## src/rtl/sync_fifo_param.sv

```systemverilog
// sync_fifo_param
//   Parametrised single-clock FIFO with an exact occupancy count,
//   almost-full/almost-empty thresholds and registered read data marked
//   by a one-cycle VALID strobe.
//
//   Optional feature macro: FIFO_ERR_EN
//     defined   -> sticky OVERFLOW / UNDERFLOW ports and logic are present
//     undefined -> those ports are absent; illegal requests are ignored silently
//
//   Handshake: WR and RD are plain requests with no back-pressure other than
//   the status flags.
//     - A write is taken on a rising edge where EN=1, WR=1 and FULL=0.
//     - A read is taken on a rising edge where EN=1, RD=1 and EMPTY=0.
//     - Both are judged on the flags as they stand before the edge.
//     - VALID is high for exactly the one cycle after a taken read, and in
//       that cycle dataOut holds the word that was read.
//
//   Ports
//     Clk, Rst              clock (rising edge); synchronous active-high reset
//     EN                    global enable; low freezes all state, VALID=0
//     WR, dataIn            write request and data
//     RD                    read request
//     dataOut, VALID        registered read data and its one-cycle strobe
//     EMPTY, FULL           Count == 0 / Count == DEPTH
//     ALMOST_EMPTY          Count <= AE_LEVEL
//     ALMOST_FULL           Count >= AF_LEVEL
//     Count                 occupancy 0..DEPTH
//     OVERFLOW, UNDERFLOW   sticky error flags (FIFO_ERR_EN only)
module sync_fifo_param #(
   parameter int WIDTH    = 32,
   parameter int DEPTH    = 8,
   parameter int AF_LEVEL = 6,
   parameter int AE_LEVEL = 2
) (
   input  logic                     Clk,
   input  logic                     Rst,
   input  logic                     EN,
   input  logic                     WR,
   input  logic [WIDTH-1:0]         dataIn,
   input  logic                     RD,
   output logic [WIDTH-1:0]         dataOut,
   output logic                     VALID,
   output logic                     EMPTY,
   output logic                     FULL,
   output logic                     ALMOST_EMPTY,
   output logic                     ALMOST_FULL,
   output logic [$clog2(DEPTH):0]   Count
`ifdef FIFO_ERR_EN
   ,
   output logic                     OVERFLOW,
   output logic                     UNDERFLOW
`endif
);

   localparam int AW = $clog2(DEPTH);
   localparam int CW = AW + 1;

   localparam logic [CW-1:0] DEPTH_C = CW'(DEPTH);
   localparam logic [CW-1:0] AF_C    = CW'(AF_LEVEL);
   localparam logic [CW-1:0] AE_C    = CW'(AE_LEVEL);

   logic [WIDTH-1:0] mem [DEPTH];
   logic [AW-1:0]    wr_ptr;
   logic [AW-1:0]    rd_ptr;
   logic [CW-1:0]    count_q;
   logic             wr_ok;
   logic             rd_ok;

   // Flags come straight from the registered count, so they change in the
   // same cycle as Count.
   assign EMPTY        = (count_q == '0);
   assign FULL         = (count_q == DEPTH_C);
   assign ALMOST_EMPTY = (count_q <= AE_C);
   assign ALMOST_FULL  = (count_q >= AF_C);
   assign Count        = count_q;

   assign wr_ok = EN & WR & ~FULL;
   assign rd_ok = EN & RD & ~EMPTY;

   // Storage is never cleared; after a reset the pointers make old words
   // unreachable.
   always_ff @(posedge Clk) begin
      if (!Rst && wr_ok) begin
         mem[wr_ptr] <= dataIn;
      end
   end

   always_ff @(posedge Clk) begin
      if (Rst) begin
         wr_ptr  <= '0;
         rd_ptr  <= '0;
         count_q <= '0;
         dataOut <= '0;
         VALID   <= 1'b0;
      end else begin
         // rd_ok already contains EN, so VALID drops to 0 while disabled.
         VALID <= rd_ok;
         if (wr_ok) begin
            wr_ptr <= wr_ptr + AW'(1);
         end
         if (rd_ok) begin
            rd_ptr  <= rd_ptr + AW'(1);
            dataOut <= mem[rd_ptr];
         end
         // A write and a read taken on the same edge leave the count unchanged.
         case ({wr_ok, rd_ok})
            2'b10:   count_q <= count_q + CW'(1);
            2'b01:   count_q <= count_q - CW'(1);
            default: count_q <= count_q;
         endcase
      end
   end

`ifdef FIFO_ERR_EN
   always_ff @(posedge Clk) begin
      if (Rst) begin
         OVERFLOW  <= 1'b0;
         UNDERFLOW <= 1'b0;
      end else begin
         if (EN && WR && FULL) begin
            OVERFLOW <= 1'b1;
         end
         if (EN && RD && EMPTY) begin
            UNDERFLOW <= 1'b1;
         end
      end
   end
`endif

endmodule

```

## config.mk

```make
export PLATFORM = sky130hd
export DESIGN_NAME = sync_fifo_param
export DESIGN_NICKNAME = d
export VERILOG_FILES = /design/src/rtl/sync_fifo_param.sv
export SDC_FILE = /design/constraint.sdc
export NUM_CORES = 1
export LEC_CHECK = 0
export CORE_ASPECT_RATIO = 1.75
export CORE_MARGIN = 10
export CORE_UTILIZATION = 61
export CTS_CLUSTER_SIZE = 20
export DETAILED_ROUTE_END_ITERATION = 10
export DONT_BUFFER_PORTS = 1
export GPL_TIMING_DRIVEN = 0
export PLACE_DENSITY = 0.77
export SLEW_MARGIN = 20
export SYNTH_ARGS = -nofsm -noshare
export SYNTH_HDL_FRONTEND = slang
export SYNTH_SLANG_ARGS = --single-unit
```

## constraint.sdc

```tcl
create_clock -name Clk -period 11.6 [get_ports Clk]
set_clock_uncertainty 0.2 [all_clocks]
set_input_delay 1.16 -clock Clk [delete_from_list [all_inputs] [get_ports Clk]]
set_output_delay 1.16 -clock Clk [all_outputs]
set_load 0.005 [all_outputs]
```

==> flow_metrics.env, run 1 <==
export IMPL_die_w_um=123
export IMPL_r2r_end="Count[3]"
export IMPL_crit_arrival_ps=3550
export IMPL_hp_start="dataOut[27]"
export IMPL_gp_congestion=0.764
export IMPL_endpoint_kind="flip-flop"
export IMPL_chipHeight_um=199
export IMPL_vias=5553
export IMPL_grtUsageMet1_pct=23.1
export IMPL_nets=652
export IMPL_grt_pass1_vias=5922
export IMPL_power_total_w=0.00213
export IMPL_holdBufCountCts=0
export IMPL_slew_headroom_pct=34.7
export IMPL_numCtsBuffers=25
export IMPL_ios=78
export IMPL_remaining_drc_errors=0
export IMPL_clkSinkCount=299
export IMPL_layout_min_cycle_time_ps=3320
export IMPL_rows=65
export IMPL_cp_start_kind="flip-flop"
export IMPL_clk_latency_ps=520
export IMPL_use_met3_pct=5.14
export IMPL_power_frac_clock_pct=38.1
export IMPL_drv_cap=0
export IMPL_place_detailed_hpwl_um=15600
export IMPL_overflow=0
export IMPL_fmax_mhz=301
export IMPL_ir_drop_mv=0.166
export IMPL_ant_nets=0
export IMPL_grt_busiest_layer="met2"
export IMPL_yosysWarnings=0
export IMPL_r2r_worst_path_cells=10
export IMPL_cts_buffer_depth=3
export IMPL_ys_flop_type="edfxtp_1"
export IMPL_synth_seq_cells=299
export IMPL_worst_path_max_fanout=10
export IMPL_htree_num_levels=1
export IMPL_p_per_area_nw_per_um2=169
export IMPL_rsz0062_at_grt="false"
export IMPL_p_seq_share_pct=56.3
export IMPL_grt_antenna_before_repair=0
export IMPL_hold_viol=0
export IMPL_finalCritPeriodShare_pct=28.6
export IMPL_syn_nets=600
export IMPL_port_buffer_count=0
export IMPL_hold_path_class="reg2reg"
export IMPL_async_reset_ff_share_pct=0
export IMPL_ys_seq_area_share_pct=76.2
export IMPL_placed_area_sq_um=11800
export IMPL_grt_start_max_net_pins=20
export IMPL_cts_setup_buffers=0
export IMPL_drt_wl_total_um=23300
export IMPL_worstPathRequired_ps=11830
export IMPL_dieArea_sq_um=24400
export IMPL_diodes=0
export IMPL_critical_path_buf_inv_count=2
export IMPL_drt_first_pass_iters=5
export IMPL_crit_path_start="Count[0]"
export IMPL_finalSetupTns_ps=0
export IMPL_crit_type="reg2reg"
export IMPL_synth_edf_count=256
export IMPL_start_util_pct=62.1
export IMPL_r2r_setup_slack_ps=8280
export IMPL_setup_viol=0
export IMPL_cts_tree="yes"
export IMPL_path_cells="or4_4 -> and2_4 -> buf_6 -> buf_6 -> ha_1 -> ha_1 -> a21oi_1 -> a21oi_1 -> or4_1 -> a21oi_1"
export IMPL_combPwrFrac_pct=5.6
export IMPL_grt_total_usage_pct=19.5
export IMPL_crit_end="Count[3]"
export IMPL_grt_pass1_wl_um=35500
export IMPL_status="complete, no violations"
export IMPL_tightest_slew_ps=971
export IMPL_coreArea_sq_um=18100
export IMPL_crit_top_cell="a21oi_1"
export IMPL_cts_resized_gates=0
export IMPL_syn_area_sq_um=11200
export IMPL_syn2layout_area_growth_pct=12.5
export IMPL_p_leak_nw=4.00
export IMPL_syn_avg_cell_area_sq_um=20.1
export IMPL_critPathTopFamily="simple AND/OR/NAND/NOR gates"
export IMPL_post_drt_wl_per_cell_um=27.0
export IMPL_critPathSlowestCell="or4_4"
export IMPL_timing_final_max_slew_violations=0
export IMPL_cts_clk_slew_worst_paths_ps=70
export IMPL_switching_share_pct=20.5
export IMPL_slowest_delay_ps=600
export IMPL_dr_first_iter_drc_count=493
export IMPL_cts_root_buf="clkbuf_16"
export IMPL_drive_gt1_share_pct=28.2
export IMPL_fin_area_sq_um=12600
export IMPL_cp_num_cells=10
export IMPL_r2r_start="Count[0]"
export IMPL_holdWs_ps=320
export IMPL_grt_met2_usage_pct=33.4
export IMPL_vias_per_cell=6.44
export IMPL_synth_cell_types=39
export IMPL_intPower_w=0.00170
export IMPL_syn_inst=557
export IMPL_power_switching_w=0.000438
cells in the mapped netlist (2+ instances only):
| cell | instances | area [sq um] |
|---|---|---|
| edfxtp_1 | 256 | 7690 |
| mux4_2 | 64 | 1440 |
| dfxtp_1 | 43 | 861 |
| nor2_1 | 40 | 150 |
| o22ai_1 | 32 | 200 |
| nor3_1 | 27 | 135 |
| buf_6 | 11 | 124 |
| clkbuf_1 | 11 | 41.3 |
| buf_2 | 7 | 35.0 |
| inv_1 | 7 | 26.3 |
| nor3_2 | 7 | 70.1 |
| a21oi_1 | 6 | 30.0 |
| nor2_4 | 6 | 67.6 |
| ha_1 | 5 | 62.6 |
| nand3_2 | 3 | 30.0 |
| xor2_1 | 3 | 26.3 |
| and3_1 | 2 | 12.5 |
| mux2i_1 | 2 | 20.0 |
| nand2_1 | 2 | 7.51 |
| nand3_1 | 2 | 10.0 |
| nor2_2 | 2 | 12.5 |
| xnor2_1 | 2 | 17.5 |
worst min path at each step:
stage                     depth (start not counted)     endpoint  slack [ps]
after global placement                            2  dataOut[20]         310
after CTS                                         2  dataOut[27]         320
after detailed placement                          2  dataOut[27]         310
after global routing                              2  dataOut[20]         350
after floorplan                                   2  dataOut[21]         280
final                                             2  dataOut[27]         320
cell families (layout without fill, tap and decap cells):
family	Yosys count	after routing	synth area share [%]
DFF	299	299	76.2
and+or+nand+nor	102	102	5.24
muxes	66	66	13.0
AOI/OAI and AO/OA	42	42	2.30
buffers and inverters	37	108	2.09
adders and majority gates	6	6	0.736
xor gates and xnor gates	5	5	0.391
metal layers:
layer | vias up | wire (um)
li1 | 2367 | -
met1 | 2871 | 8110
met2 | 266 | 12300
met3 | 49 | 2230
met4 | 0 | 652
met5 | - | 0
power groups by stage:
stage / combinational [W] / sequential [W] / clock [W]
floorplan: 0.0000926 / 0.00122 / 0
global placement: 0.000113 / 0.00123 / 0
detailed placement: 0.000120 / 0.00123 / 0
CTS: 0.000121 / 0.00120 / 0.000824
global route: 0.000130 / 0.00120 / 0.000866
finish: 0.000119 / 0.00120 / 0.000814
sequential cells by signal, summed over array words and instances, names as in the netlist:
| signal | count |
|---|---|
| dataOut | 32 |
| VALID | 1 |
| Count | 4 |
| mem | 256 |
| rd_ptr | 3 |
| wr_ptr | 3 |
area by class of cell:
type | count | area, sq um
Buffer | 30 | 208
Clock buffer | 32 | 672
Multi-Input combinational cell | 221 | 2480
Sequential cell | 299 | 8550
Inverter | 7 | 26.3
Timing Repair Buffer | 25 | 265
Tap cell | 234 | 293
Fill cell | 1112 | 5430
Clock inverter | 14 | 130
cell usage in the layout, fill, tap and decap left out, drive strengths merged, types with 3 or more instances in the layout:
| cell type | instances |
|---|---|
| xor2 | 3 |
| nor2 | 48 |
| nor3 | 34 |
| clkbuf | 43 |
| a21oi | 6 |
| ha | 5 |
| edfxtp | 256 |
| o22ai | 32 |
| buf | 44 |
| clkinv | 8 |
| clkinvlp | 3 |
| mux4 | 64 |
| dfxtp | 43 |
| inv | 8 |
| nand3 | 5 |
per-stage QoR:
stage / util (%) / instances / setup slack (ps)
4_1_cts: 69.9 / 862 / 8340
5_1_grt: 69.9 / 862 / 8110
3_5_place_dp: 65.5 / 816 / 7880
3_3_place_gp: 63.7 / 791 / 2840
2_1_floorplan: - / 557 / 6170
6_report: 69.9 / 862 / 8280
worst reg2reg max path, delay by kind of cell, from the launching register on:
| family | cells | cell delay [ps] |
|---|---|---|
| and+or+nand+nor | 3 | 1260 |
| adders and majority gates | 2 | 560 |
| AOI/OAI and AO/OA | 3 | 520 |
| DFF | 1 | 390 |
| buffers and inverters | 2 | 310 |
No activity file was read; power rests on OpenSTA's default activity.
==> run 2, diff against run 1 <==
--- a/config.mk
+++ b/config.mk
@@ -7,12 +7,12 @@
 export LEC_CHECK = 0
 export CORE_ASPECT_RATIO = 1.75
 export CORE_MARGIN = 10
-export CORE_UTILIZATION = 61
+export CORE_UTILIZATION = 57
 export CTS_CLUSTER_SIZE = 20
 export DETAILED_ROUTE_END_ITERATION = 10
 export DONT_BUFFER_PORTS = 1
 export GPL_TIMING_DRIVEN = 0
-export PLACE_DENSITY = 0.77
+export PLACE_DENSITY = 0.75
 export SLEW_MARGIN = 20
 export SYNTH_ARGS = -nofsm -noshare
 export SYNTH_HDL_FRONTEND = slang
==> constraint.sdc (replaced) <==
create_clock -name Clk -period 2.9 [get_ports Clk]
set_clock_uncertainty 0.2 [all_clocks]
set_input_delay 0.29 -clock Clk [delete_from_list [all_inputs] [get_ports Clk]]
set_output_delay 0.29 -clock Clk [all_outputs]
set_load 0.005 [all_outputs]
==> run 2 against run 1 <==
Against the previous run: wire length increased by 3.2%; core utilization fell by 2.1 points; clock power grew to 4.1 times the previous value; sequential cell count unchanged; register-to-register slack got worse by 8100 ps; non-clock buffer count up 36; combinational power grew to 4.8 times the previous value; total power grew to 4.1 times the previous value; largest power group unchanged.
==> flow_metrics.env, run 2 (synthesis results as in run 1) <==
export IMPL_status="complete, no violations"
export IMPL_nets=688
export IMPL_ant_nets=0
export IMPL_gp_congestion=0.775
export IMPL_rows=67
export IMPL_dr_first_iter_drc_count=499
export IMPL_top_regs="mem (256), dataOut (32), Count (4)"
export IMPL_cts_buffer_depth=3
export IMPL_grt_total_usage_pct=18.5
export IMPL_clkSinkCount=299
export IMPL_remaining_drc_errors=0
export IMPL_drv_cap=0
export IMPL_ios=78
export IMPL_slowest_delay_ps=560
export IMPL_timing_final_max_slew_violations=0
export IMPL_final_cell_mix="edfxtp_1, mux4_2, dfxtp_1"
export IMPL_dieArea_sq_um=25900
export IMPL_p_per_area_nw_per_um2=665
export IMPL_slew_headroom_pct=50.2
export IMPL_p_leak_nw=4.14
export IMPL_die_w_um=126
export IMPL_layout_commonest_cell="edfxtp_1"
export IMPL_vias=5668
export IMPL_finalSetupTns_ps=0
export IMPL_regMostFlops="mem"
export IMPL_tightest_slew_ps=748
export IMPL_grt_pass1_vias=6037
export IMPL_cp_start_kind="flip-flop"
export IMPL_path_cells="or4_4 -> and2_4 -> ha_4 -> ha_1 -> nand3_1 -> and3_1 -> or4_1 -> a21oi_1"
export IMPL_drive_gt1_share_pct=27.0
export IMPL_placed_area_sq_um=11800
export IMPL_syn2layout_area_growth_pct=16.6
export IMPL_endpoint_kind="flip-flop"
export IMPL_numCtsBuffers=25
export IMPL_grt_pass1_wl_um=36700
export IMPL_drt_wl_total_um=24000
export IMPL_htree_num_levels=1
export IMPL_holdWs_ps=65.0
export IMPL_clk_latency_ps=530
export IMPL_cts_tree="yes"
export IMPL_hold_viol=0
export IMPL_vias_per_cell=6.27
export IMPL_worstPathRequired_ps=3140
export IMPL_setup_viol=0
export IMPL_largest_reg_flops=256
export IMPL_layout_min_cycle_time_ps=2730
export IMPL_fin_area_sq_um=13100
export IMPL_cts_root_buf="clkbuf_16"
export IMPL_fmax_mhz=366
export IMPL_cts_clk_slew_worst_paths_ps=70
export IMPL_crit_type="reg2reg"
export IMPL_hold_path_class="in2reg"
export IMPL_diodes=0
export IMPL_start_util_pct=58.2
export IMPL_power_total_w=0.00870
export IMPL_coreArea_sq_um=19300
export IMPL_chipHeight_um=206
export IMPL_place_detailed_hpwl_um=15400
export IMPL_crit_arrival_ps=2970
export IMPL_rsz0062_at_grt="false"
export IMPL_finalCritPeriodShare_pct=94.2
export IMPL_critPathSlowestCell="or4_4"
export IMPL_grt_start_max_net_pins=20
export IMPL_grt_antenna_before_repair=0
export IMPL_overflow=0
export IMPL_port_buffer_count=0
export IMPL_worst_path_max_fanout=7
export IMPL_ir_drop_mv=0.591
export IMPL_post_drt_wl_per_cell_um=26.6
export IMPL_drt_first_pass_iters=6
run 2: cell count changes in the layout (fill, tap and decap cells not counted), sizes merged:
cell	before	now
clkbuf	43	42
dlygate4sd3	0	36
clkinv	8	10
clkinvlp	3	1
bufinv	2	3
inv	8	7
run 2: area by class of cell:
type,count,area [sq um]
sequential,299,8550
fill,1257,6200
tap,241,302
multi-input combinational,221,2550
timing repair buffer,63,662
clock buffer,31,658
clock inverter,14,146
inverter,7,26.3
buffer,28,185
run 2: power breakdown:
part	switching, W	internal, W	leakage, nW	total (W)
logic	0.000304	0.000270	1.09	0.000574
clock network	0.00144	0.00188	0.394	0.00332
registers	0.0000707	0.00474	2.66	0.00481
run 2: metrics by stage:
| step | utilization (%) | std cells | worst slack (ps) |
|---|---|---|---|
| finish | 67.8 | 904 | 169 |
| global route | 67.8 | 904 | 1.19 |
| CTS | 67.6 | 900 | 23.3 |
| detailed placement | 61.4 | 818 | -323 |
| global placement | 59.9 | 798 | -3220 |
| floorplan | - | 557 | -842 |
run 2: worst max-delay path: cells and delay by family (launching register included):
| kind | cells | cell delay (ps) |
|---|---|---|
| AOI/OAI and AO/OA | 1 | 140 |
| adders and majority gates | 2 | 470 |
| DFF | 1 | 360 |
| and+or+nand+nor | 5 | 1480 |
run 2: per-layer routing:
layer,share of wire (%),routed length (um),vias up,GRT usage (%)
li1,-,-,2443,-
met1,36,8620,2943,22.4
met2,54,12900,233,31.9
met3,7.7,1850,49,3.94
met4,2.6,614,0,6.45
met5,0,0,-,0
run 2: path summary, 6_finish.rpt:
kind | from | to | slack [ps] | cells after the start
worst min register to register | dataOut[17] | dataOut[17] | 320 | 2
worst min-delay path | EN | rd_ptr[2] | 70 | 4
worst max register to register | Count[3] | Count[3] | 170 | 8
worst max-delay path | Count[3] | Count[3] | 170 | 8
run 2: timing repair:
action                     CTS  global route
setup endpoints to repair    9            17
setup buffers                3             4
pin swaps                    2             1
gates resized for setup      7             3
hold buffers                35             1
hold endpoints to repair   262             1
gates cloned                 0             0
